### src/rtl/pmp_pkg.sv
// rtl/pmp_pkg.sv - shared types and cfg field positions for the PMP scan controller
package pmp_pkg;

    localparam int CFG_R    = 0;
    localparam int CFG_W    = 1;
    localparam int CFG_X    = 2;
    localparam int CFG_A_LO = 3;
    localparam int CFG_A_HI = 4;
    localparam int CFG_L    = 7;

    typedef enum logic [1:0] {OFF = 2'd0, TOR = 2'd1, NA4 = 2'd2, NAPOT = 2'd3} a_mode_e;
    typedef enum logic [1:0] {ACC_R = 2'd0, ACC_W = 2'd1, ACC_X = 2'd2} acc_e;
    typedef enum logic [1:0] {IDLE = 2'd0, SCAN = 2'd1, RESP = 2'd2} state_e;

    // W without R is reserved, so write permission also requires R
    function automatic logic perm_bit(input logic [7:0] cfg, input logic [1:0] typ);
        logic p;
        case (typ)
            2'd0:    p = cfg[CFG_R];
            2'd1:    p = cfg[CFG_W] & cfg[CFG_R];
            2'd2:    p = cfg[CFG_X];
            default: p = 1'b0;
        endcase
        return p;
    endfunction

endpackage

### src/rtl/pmp_addr_match.sv
// rtl/pmp_addr_match.sv - combinational address match for one PMP entry
module pmp_addr_match
    import pmp_pkg::*;
(
    input  logic [31:2] addr,
    input  logic [31:0] pmpaddr_cur,
    input  logic [31:0] pmpaddr_prev,
    input  a_mode_e     a_mode,
    output logic        match
);

    logic [29:0] a;
    logic [29:0] p;
    logic [29:0] lo;
    logic [29:0] ones_mask;
    logic        unused_hi;

    assign a         = addr;
    assign p         = pmpaddr_cur[29:0];
    assign lo        = pmpaddr_prev[29:0];
    // Trailing-ones run of p plus the first zero above it; all ones when p is all ones
    assign ones_mask = p ^ (p + 30'd1);
    assign unused_hi = ^{pmpaddr_cur[31:30], pmpaddr_prev[31:30]};

    always_comb begin
        match = 1'b0;
        case (a_mode)
            TOR:     match = (a >= lo) && (a < p);
            NA4:     match = (a == p);
            NAPOT:   match = (((a ^ p) & ~ones_mask) == 30'd0);
            default: match = 1'b0;
        endcase
    end

endmodule

### src/rtl/pmp_scan_ctrl.sv
// rtl/pmp_scan_ctrl.sv - serial PMP checker: one entry per cycle, lowest match wins
module pmp_scan_ctrl
    import pmp_pkg::*;
#(
    parameter int NUM_ENTRIES = 16,
    parameter int IDX_W       = $clog2(NUM_ENTRIES)
) (
    input  logic                     clk,
    input  logic                     rst_n,
    input  logic                     req_valid,
    output logic                     req_ready,
    input  logic [31:0]              req_addr,
    input  logic [1:0]               req_type,
    input  logic                     req_mmode,
    input  logic [8*NUM_ENTRIES-1:0] pmpcfg_i,
    input  logic [32*NUM_ENTRIES-1:0] pmpaddr_i,
    output logic                     resp_valid,
    input  logic                     resp_ready,
    output logic                     resp_allow,
    output logic                     resp_hit,
    output logic [IDX_W-1:0]         resp_idx
);

    state_e             state_q, state_d;
    logic [IDX_W-1:0]   idx_q, idx_d;
    logic [29:0]        addr_q, addr_d;
    logic [1:0]         type_q, type_d;
    logic               mmode_q, mmode_d;
    logic               allow_q, allow_d;
    logic               hit_q, hit_d;
    logic [IDX_W-1:0]   ridx_q, ridx_d;

    logic [31:0]        addr_arr [NUM_ENTRIES];
    logic [7:0]         cfg_arr  [NUM_ENTRIES];
    logic [31:0]        prev_addr;
    logic [7:0]         cfg_cur;
    logic               match;
    logic               unused_lsb;

    always_comb begin
        for (int i = 0; i < NUM_ENTRIES; i++) begin
            addr_arr[i] = pmpaddr_i[32*i +: 32];
            cfg_arr[i]  = pmpcfg_i[8*i +: 8];
        end
    end

    // Entry 0 of a TOR range starts at address 0
    assign prev_addr  = (idx_q == '0) ? 32'd0 : addr_arr[idx_q - IDX_W'(1)];
    assign cfg_cur    = cfg_arr[idx_q];
    assign unused_lsb = ^req_addr[1:0];

    pmp_addr_match u_match (
        .addr         (addr_q),
        .pmpaddr_cur  (addr_arr[idx_q]),
        .pmpaddr_prev (prev_addr),
        .a_mode       (a_mode_e'(cfg_cur[CFG_A_HI:CFG_A_LO])),
        .match        (match)
    );

    always_comb begin
        state_d = state_q;
        idx_d   = idx_q;
        addr_d  = addr_q;
        type_d  = type_q;
        mmode_d = mmode_q;
        allow_d = allow_q;
        hit_d   = hit_q;
        ridx_d  = ridx_q;
        case (state_q)
            IDLE: begin
                if (req_valid) begin
                    addr_d  = req_addr[31:2];
                    type_d  = req_type;
                    mmode_d = req_mmode;
                    idx_d   = '0;
                    state_d = SCAN;
                end
            end
            SCAN: begin
                if (match) begin
                    hit_d   = 1'b1;
                    ridx_d  = idx_q;
                    allow_d = perm_bit(cfg_cur, type_q) | (mmode_q & ~cfg_cur[CFG_L]);
                    state_d = RESP;
                end else if (idx_q == IDX_W'(NUM_ENTRIES - 1)) begin
                    hit_d   = 1'b0;
                    ridx_d  = '0;
                    allow_d = mmode_q;
                    state_d = RESP;
                end else begin
                    idx_d = idx_q + IDX_W'(1);
                end
            end
            RESP: begin
                if (resp_ready) begin
                    state_d = IDLE;
                end
            end
            default: state_d = IDLE;
        endcase
    end

    always_ff @(posedge clk) begin
        if (!rst_n) begin
            state_q <= IDLE;
            idx_q   <= '0;
            addr_q  <= '0;
            type_q  <= '0;
            mmode_q <= 1'b0;
            allow_q <= 1'b0;
            hit_q   <= 1'b0;
            ridx_q  <= '0;
        end else begin
            state_q <= state_d;
            idx_q   <= idx_d;
            addr_q  <= addr_d;
            type_q  <= type_d;
            mmode_q <= mmode_d;
            allow_q <= allow_d;
            hit_q   <= hit_d;
            ridx_q  <= ridx_d;
        end
    end

    assign req_ready  = (state_q == IDLE);
    assign resp_valid = (state_q == RESP);
    assign resp_allow = allow_q;
    assign resp_hit   = hit_q;
    assign resp_idx   = ridx_q;

endmodule

### config.mk
export PLATFORM = sky130hd
export DESIGN_NAME = pmp_scan_ctrl
export DESIGN_NICKNAME = d
export VERILOG_FILES = /design/src/rtl/pmp_pkg.sv /design/src/rtl/pmp_addr_match.sv /design/src/rtl/pmp_scan_ctrl.sv
export SDC_FILE = /design/constraint.sdc
export NUM_CORES = 1
export LEC_CHECK = 0
export BUFFER_PORTS_ARGS = -buffer_cell sky130_fd_sc_hd__buf_4
export CAP_MARGIN = 20
export CORE_AREA = 2 2 267 269
export CTS_BUF_LIST = sky130_fd_sc_hd__clkbuf_16
export CTS_CLUSTER_SIZE = 16
export DETAILED_ROUTE_END_ITERATION = 10
export DIE_AREA = 0 0 269 271
export SETUP_SLACK_MARGIN = 0.5
export SYNTH_ARGS = -nofsm -noshare
export SYNTH_HDL_FRONTEND = slang
export SYNTH_SLANG_ARGS = --single-unit
### constraint.sdc
create_clock -name clk -period 16.8 [get_ports clk]
set_input_delay 3.36 -clock clk [delete_from_list [all_inputs] [get_ports clk]]
set_output_delay 3.36 -clock clk [all_outputs]
set_load 0.01 [all_outputs]
Yosys cells after proc, flatten, opt, wreduce, memory -nomap -nowiden --
Cells that the tools add are included.
Operators by class: add/sub/neg operators 3, order comparisons 4, equal/unequal tests 14, multiplexer cells 29, bitwise operators 10, reduce and logical (&&, ||, !) cells 11
Operator list (count):
- 32-bit binary-select mux with 4-bit select | 2
- 30-bit two-way mux | 5
- 30-bit XOR | 2
- 8-bit binary-select mux with 4-bit select | 1
- 30-bit by 1-bit adder with 30-bit output, second input constant | 1
- 30-bit AND | 1
- 30-bit equality test | 1
- 30-bit greater-or-equal comparator | 1
- 30-bit zero test | 1
- 30-bit < comparator | 1
- 30-bit inverter | 1
- 4-bit two-way mux | 5
- 8-bit two-way mux | 2
- 5-bit greater-or-equal comparator, second input constant | 2
- 4-bit inverter with 5-bit output | 2
- 2-bit equality test, second input constant | 4
- 2-bit two-way mux | 4
- 4-bit one-hot mux with 2 select lines | 1
- 2-bit by 1-bit equality test with 1-bit output, second input constant | 3
- 1-bit two-way mux | 6
- 2-bit inequality test, second input constant | 3
- 1-bit one-hot mux with 3 select lines | 2
- 2-bit one-hot mux with 3 select lines | 1
- 4-bit by 1-bit adder with 4-bit output, second input constant | 1
- 14 further kinds | 18
Storage, ports and cells: register bits 45, input bits 679, output and inout port bits 8, logic and storage cells 79

Logic depth before layout (Yosys ltp) --
word-level depth 14, gate-level depth with buffers 31, mapped depth without buffers 19

Hierarchy --
From an unflattened synthesis, not the netlist that was laid out.
Second synthesis, totals: cell total of the unflattened synthesis 1052, area, all modules 12618.4 µm²
By module, submodules not included:
- pmp_scan_ctrl | times used 1, cells each 776, area an instance 10645.2 µm²
- pmp_addr_match | times used 1, cells each 276, area an instance 1973.1 µm²

Worst setup path before layout --
OpenSTA, ideal clock, no wires.
path kind register to register, from reg idx_q[0], to reg ridx_q[2] (netlist: resp_idx[2]), library setup time 0.060 ns, arrival 7.038 ns, required time 16.740 ns, path slack 9.702 ns, cell stages (with the launch flop) 31, path buffers 12, period minus slack after synthesis 7.098 ns, path through dfxtp_1 -> buf_6 -> buf_8 -> buf_8 -> buf_6 -> buf_8 -> buf_2 -> buf_2 -> buf_2 -> buf_2 -> buf_2 -> inv_1 -> ha_1 -> clkbuf_1 -> clkbuf_1 -> mux4_2 -> mux2_2 -> o211ai_1 -> ha_1 -> nor2b_1 -> o21a_1 -> o21a_1 -> o21ai_0 -> a21oi_1 -> o311ai_0 -> a31oi_1 -> o311a_1 -> o32a_1 -> o31ai_1 -> and2_4 -> a22o_1
Between the ends: word-level cells in the longest chain between the ends 12, elaborated cells on any way between the ends 32
Ends and longest elaborated chain:
- start, declared | line pmp_scan_ctrl.sv:25 | logic [IDX_W-1:0] idx_q, idx_d;
- start signal, assigned | line pmp_scan_ctrl.sv:115 | idx_q <= idx_d;
- 4-bit inverter with 5-bit output (implied by the code) | line pmp_scan_ctrl.sv:49, pmp_scan_ctrl.sv:54
- 32-bit binary-select mux with 4-bit select | line pmp_scan_ctrl.sv:54 | .pmpaddr_cur (addr_arr[idx_q]),
- 30-bit two-way mux (implied by the code) (2 in a row) | line pmp_scan_ctrl.sv:54
- 30-bit by 1-bit adder with 30-bit output | line pmp_addr_match.sv:22 | assign ones_mask = p ^ (p + 30'd1);
- 30-bit XOR | line pmp_addr_match.sv:22
- 30-bit inverter | line pmp_addr_match.sv:30 | NAPOT: match = (((a ^ p) & ~ones_mask) == 30'd0);
- 30-bit AND | line pmp_addr_match.sv:30
- 30-bit zero test | line pmp_addr_match.sv:30
- 1-bit one-hot mux with 3 select lines | line pmp_addr_match.sv:27 | case (a_mode)
- 2-bit nonzero test (no line)
- 2-bit AND reduction (no line)
- end signal, assigned | line pmp_scan_ctrl.sv:121 | ridx_q <= ridx_d;
- end, declared | line pmp_scan_ctrl.sv:31 | logic [IDX_W-1:0] ridx_q, ridx_d;
Parallel ways exist; a longest one is shown, timed or not. The select of a mux whose other input is x is not followed. A chain may end at the register's enable or synchronous reset.

Worst setup path in the final report --
from in pmpaddr_i[427], to reg ridx_q[3] (netlist: resp_idx[3])
Between the ends: word-level cells in the longest chain between the ends 11, elaborated cells on any way between the ends 21
Ends and longest elaborated chain:
- start, declared | line pmp_scan_ctrl.sv:16 | input logic [32*NUM_ENTRIES-1:0] pmpaddr_i,
- 32-bit binary-select mux with 4-bit select | line pmp_scan_ctrl.sv:54
- 30-bit two-way mux (implied by the code) (2 in a row) | line pmp_scan_ctrl.sv:54
- 30-bit by 1-bit adder with 30-bit output | line pmp_addr_match.sv:22
- 30-bit XOR | line pmp_addr_match.sv:22
- 30-bit inverter | line pmp_addr_match.sv:30
- 30-bit AND | line pmp_addr_match.sv:30
- 30-bit zero test | line pmp_addr_match.sv:30
- 1-bit one-hot mux with 3 select lines (*) | line pmp_addr_match.sv:27
- 2-bit nonzero test (no line)
- 2-bit AND reduction (no line)
Every way passes the cells marked *; elsewhere a longest branch is shown, timed or not. The select of a mux whose other input is x is not followed.

==> impl_metrics.sql <==
INSERT INTO impl_metrics (metric_group, metric, value, unit) VALUES
('finish', 'final_common_cell', 'buf_4', ''),
('setup_path', 'timing.critical_path.required', '16.97', 'ns'),
('setup_path', 'worst_endpoint_data_arrival_time', '8.02', 'ns'),
('clocking', 'cts-buffers-inserted', '5', ''),
('grt', 'global_route.usage.total', '16.8', '%'),
('logic_synthesis', 'post_synth.cell_area_avg', '11.5', 'µm²'),
('power', 'power_frac_seq', '16.8', '%'),
('placed_design', 'dp.final_hpwl', '53300', 'µm'),
('logic_synthesis', 'synth.yosys.warnings', '0', ''),
('power', 'clockPowerShare', '14.2', '%'),
('clocking', 'cts.reportedPaths.clkPinSlew', '0.06', 'ns'),
('power', 'power.internal', '494', 'µW'),
('timing', 'max_freq', '127', 'MHz'),
('timing', 'report.final.setup_viol', '0', ''),
('die', 'floorplan.initialDensity', '17.1', '%'),
('finish', 'layout-area-overhead-vs-synth', '47.7', '%'),
('finish', 'utilization', '25.3', '%'),
('power', 'cellLeakagePower', '0.00699', 'µW'),
('logic_synthesis', 'yosys_register_bits', '45', ''),
('placed_design', 'globalplace.congestion', '0.903', ''),
('clocking', 'clock-sinks', '45', ''),
('setup_path', 'setup.worst_path.end_class', 'flip-flop', ''),
('clocking', 'postCtsSetupBuffers', '0', ''),
('logic_synthesis', 'synth-seq-area-share', '7.54', '%'),
('placed_design', 'dp_cells', '2515', ''),
('placed_design', 'place.port_buffers', '620', ''),
('detailed_routing', 'finalWirelength', '64000', 'µm'),
('grt', 'aggregate_global_routing_overflow', '0', ''),
('grt', 'initial_antenna_violation_count', '1', ''),
('grt', 'grt_max_degree', '93', ''),
('power', 'power-per-cell-area', '45.2', 'nW/µm²'),
('timing', 'setup_total_negative_slack', '0', 'ns'),
('logic_synthesis', 'synth_cell_types', '63', ''),
('die', 'die_height', '271', 'µm'),
('logic_synthesis', 'synth_nets', '1778', ''),
('job', 'count_of_maximum_capacitance_violations', '0', ''),
('detailed_routing', 'drtPass1Iterations', '5', ''),
('logic_synthesis', 'synthesis.area', '11900', 'µm²'),
('timing', 'max-slew-margin-rel', '39.4', '%'),
('logic_synthesis', 'postSynth.asyncResetShare', '0', '%'),
('setup_path', 'worst-path-max-fanout', '7', ''),
('timing', 'finalMaxSlewViolations', '0', ''),
('detailed_routing', 'detail_route.wl_per_cell', '25.3', 'µm'),
('timing', 'worst_slew_pin_slew', '0.909', 'ns'),
('power', 'p_total', '797', 'µW'),
('clocking', 'cts-htree-levels', '2', ''),
('clocking', 'cts_root_buffer', 'clkbuf_16', ''),
('clocking', 'cts_tree', 'built', ''),
('power', 'power.switching', '303', 'µW'),
('finish', 'final_net_count', '2325', ''),
('clocking', 'resized_cells_post_cts', '0', ''),
('die', 'core_area', '69800', 'µm²'),
('timing', 'rsz0062_at_grt', 'false', ''),
('timing', 'min_period_over_period', '46.7', '%'),
('logic_synthesis', 'count_of_flip_flops_with_a_built_in_enable_after_synthesis', '0', ''),
('power', 'swShare', '38.0', '%'),
('clocking', 'cts_hold_buffers', '0', ''),
('detailed_routing', 'drcViolationCount', '0', ''),
('worst_hold_path', 'hold_class', 'reg -> reg', ''),
('finish', 'final_cell_mix', '641 x buf_4, 244 x mux4_2, 122 x nand2_1', ''),
('die', 'fp.dieArea', '72900', 'µm²'),
('finish', 'instances_no_fill', '2527', ''),
('grt', 'via_count_of_the_first_global_routing_pass', '13500', ''),
('detailed_routing', 'via_density_per_instance', '4.97', ''),
('clocking', 'clock_latency', '0.29', 'ns'),
('die', 'fp-row-count', '97', ''),
('logic_synthesis', 'netlist_instances', '1035', ''),
('die', 'chipWidth', '269', 'µm'),
('outcome', 'status', 'completed', ''),
('power', 'power.ir.vdd_worst', '0.0000414', 'V'),
('detailed_routing', 'vias', '12600', ''),
('power', 'power.combinational.fraction', '69.0', '%'),
('timing', 'skew', '0.00920', 'ns'),
('die', 'boundary_pin_count', '687', ''),
('finish', 'drive_above_1_share', '60.1', '%'),
('detailed_routing', 'drt_iter0_markers', '793', ''),
('logic_synthesis', 'synth_top_flop_cell', 'dfxtp_1', ''),
('detailed_routing', 'antenna_left', '0', ''),
('timing', 'finalHoldViolCount', '0', ''),
('timing', 'post-route-min-period', '7.84', 'ns'),
('setup_path', 'crit_path_start_kind', 'input port', ''),
('grt', 'first_pass_grt_wire_length', '90100', 'µm'),
('setup_path', 'critical_path_class', 'in -> reg', ''),
('setup_path', 'rrSetupSlack', '9.67', 'ns'),
('clocking', 'ctsLongestPathBuffers', '2', '');
[Yosys cell counts, types with 3 or more instances]
master,n,area (µm²)
nand4_1,8,50.1
a221oi_1,5,43.8
ha_1,64,801
nor4_2,4,50.1
mux2i_1,31,310
buf_8,3,45.0
nand2b_1,7,43.8
xnor2_1,4,35.0
mux2_2,29,327
nor2b_1,16,100
mux4_2,244,5500
nand3_1,10,50.1
and4_1,6,52.6
nand2_1,123,462
inv_1,19,71.3
o21a_1,3,22.5
a41oi_1,3,26.3
a31oi_1,8,50.1
buf_1,10,37.5
dfxtp_1,45,901
mux4_1,26,683
a22o_1,45,394
nor3_4,3,48.8
buf_2,34,170
buf_12,3,60.1
clkbuf_1,41,154
a21o_1,10,75.1
buf_6,6,67.6
o21ai_0,21,105
and2_1,8,50.1
a21oi_1,54,270
nor4_1,3,18.8
a22oi_1,8,60.1
o211ai_1,32,240
nor2_1,45,169
buf_4,6,45.0
nor3_1,14,70.1
[worst max-delay path, cell delays in order]
cell and delay (ns):
buf_4 0.11, mux4_1 0.49, a22o_1 0.29, a221oi_1 0.65, ha_1 0.26, and4_1 0.22
nand3_1 0.12, nor3_1 0.22, nand2_1 0.11, a221oi_1 0.37, o221ai_1 0.19, nor4_2 0.26
nand3_1 0.16, nor3_4 0.55, o31ai_1 0.24, and2_4 0.22, a22o_1 0.18
[layer usage]
layer	part of all wire, %	global-route usage, %
met5	0	0
met4	2.0	3.51
met3	4.7	1.56
met2	53	31.5
met1	40	20.7
[cell type report]
type,count,area [µm²]
sequential,45,908
tap,940,1180
clock inverter,3,45.0
fill,7422,52100
inverter,21,78.8
timing repair buffer,643,4850
multi-input combinational,866,10400
antenna,4,10.0
clock buffer,5,125
[registers in the layout, indices dropped and copies added (netlist names)]
signal	flops
resp_hit	1
resp_allow	1
addr_q	30
idx_q	4
state_q	2
type_q	2
mmode_q	1
resp_idx	4
[metrics by stage]
| stage | hold WS (ns) | cell area, µm² | worst slack [ns] |
|---|---|---|---|
| after CTS | 0.458 | 17600 | 8.97 |
| after detailed placement | 0.447 | 17500 | 8.68 |
| after global routing | 0.473 | 17600 | 8.64 |
| final | 0.454 | 17600 | 8.96 |
| after floorplan | 0.432 | 11900 | 9.70 |
| after global placement | 0.447 | 17400 | 8.77 |
[power by group through the flow]
stage | clock network [µW] | registers [µW] | logic (µW)
finish | 113 | 134 | 550
global route | 121 | 136 | 596
CTS | 116 | 134 | 557
floorplan | 0 | 122 | 344
global placement | 0 | 136 | 544
detailed placement | 0 | 137 | 555
[final timing paths]
path | startpoint | end | cells after the start
worst min-delay path | mmode_q$_SDFFE_PN0P_ | mmode_q$_SDFFE_PN0P_ | 2
worst max register to register | idx_q[0]$_SDFFE_PN0P_ | resp_idx[3]$_SDFFE_PN0P_ | 18
worst max-delay path | pmpaddr_i[427] | resp_idx[3]$_SDFFE_PN0P_ | 17
worst min register to register | mmode_q$_SDFFE_PN0P_ | mmode_q$_SDFFE_PN0P_ | 2
[cells by family after synthesis]
logic type,count (synthesis),synth area share [%]
XOR/XNOR,5,0.367
multiplexers,330,57.1
buffers and inverters,124,5.51
flip-flops,45,7.54
adder cells (fa/ha/maj),64,6.71
AO/OA/AOI/OAI,208,12.2
AND/OR/NAND/NOR,259,10.6
No activity file was read; power rests on OpenSTA's default activity.
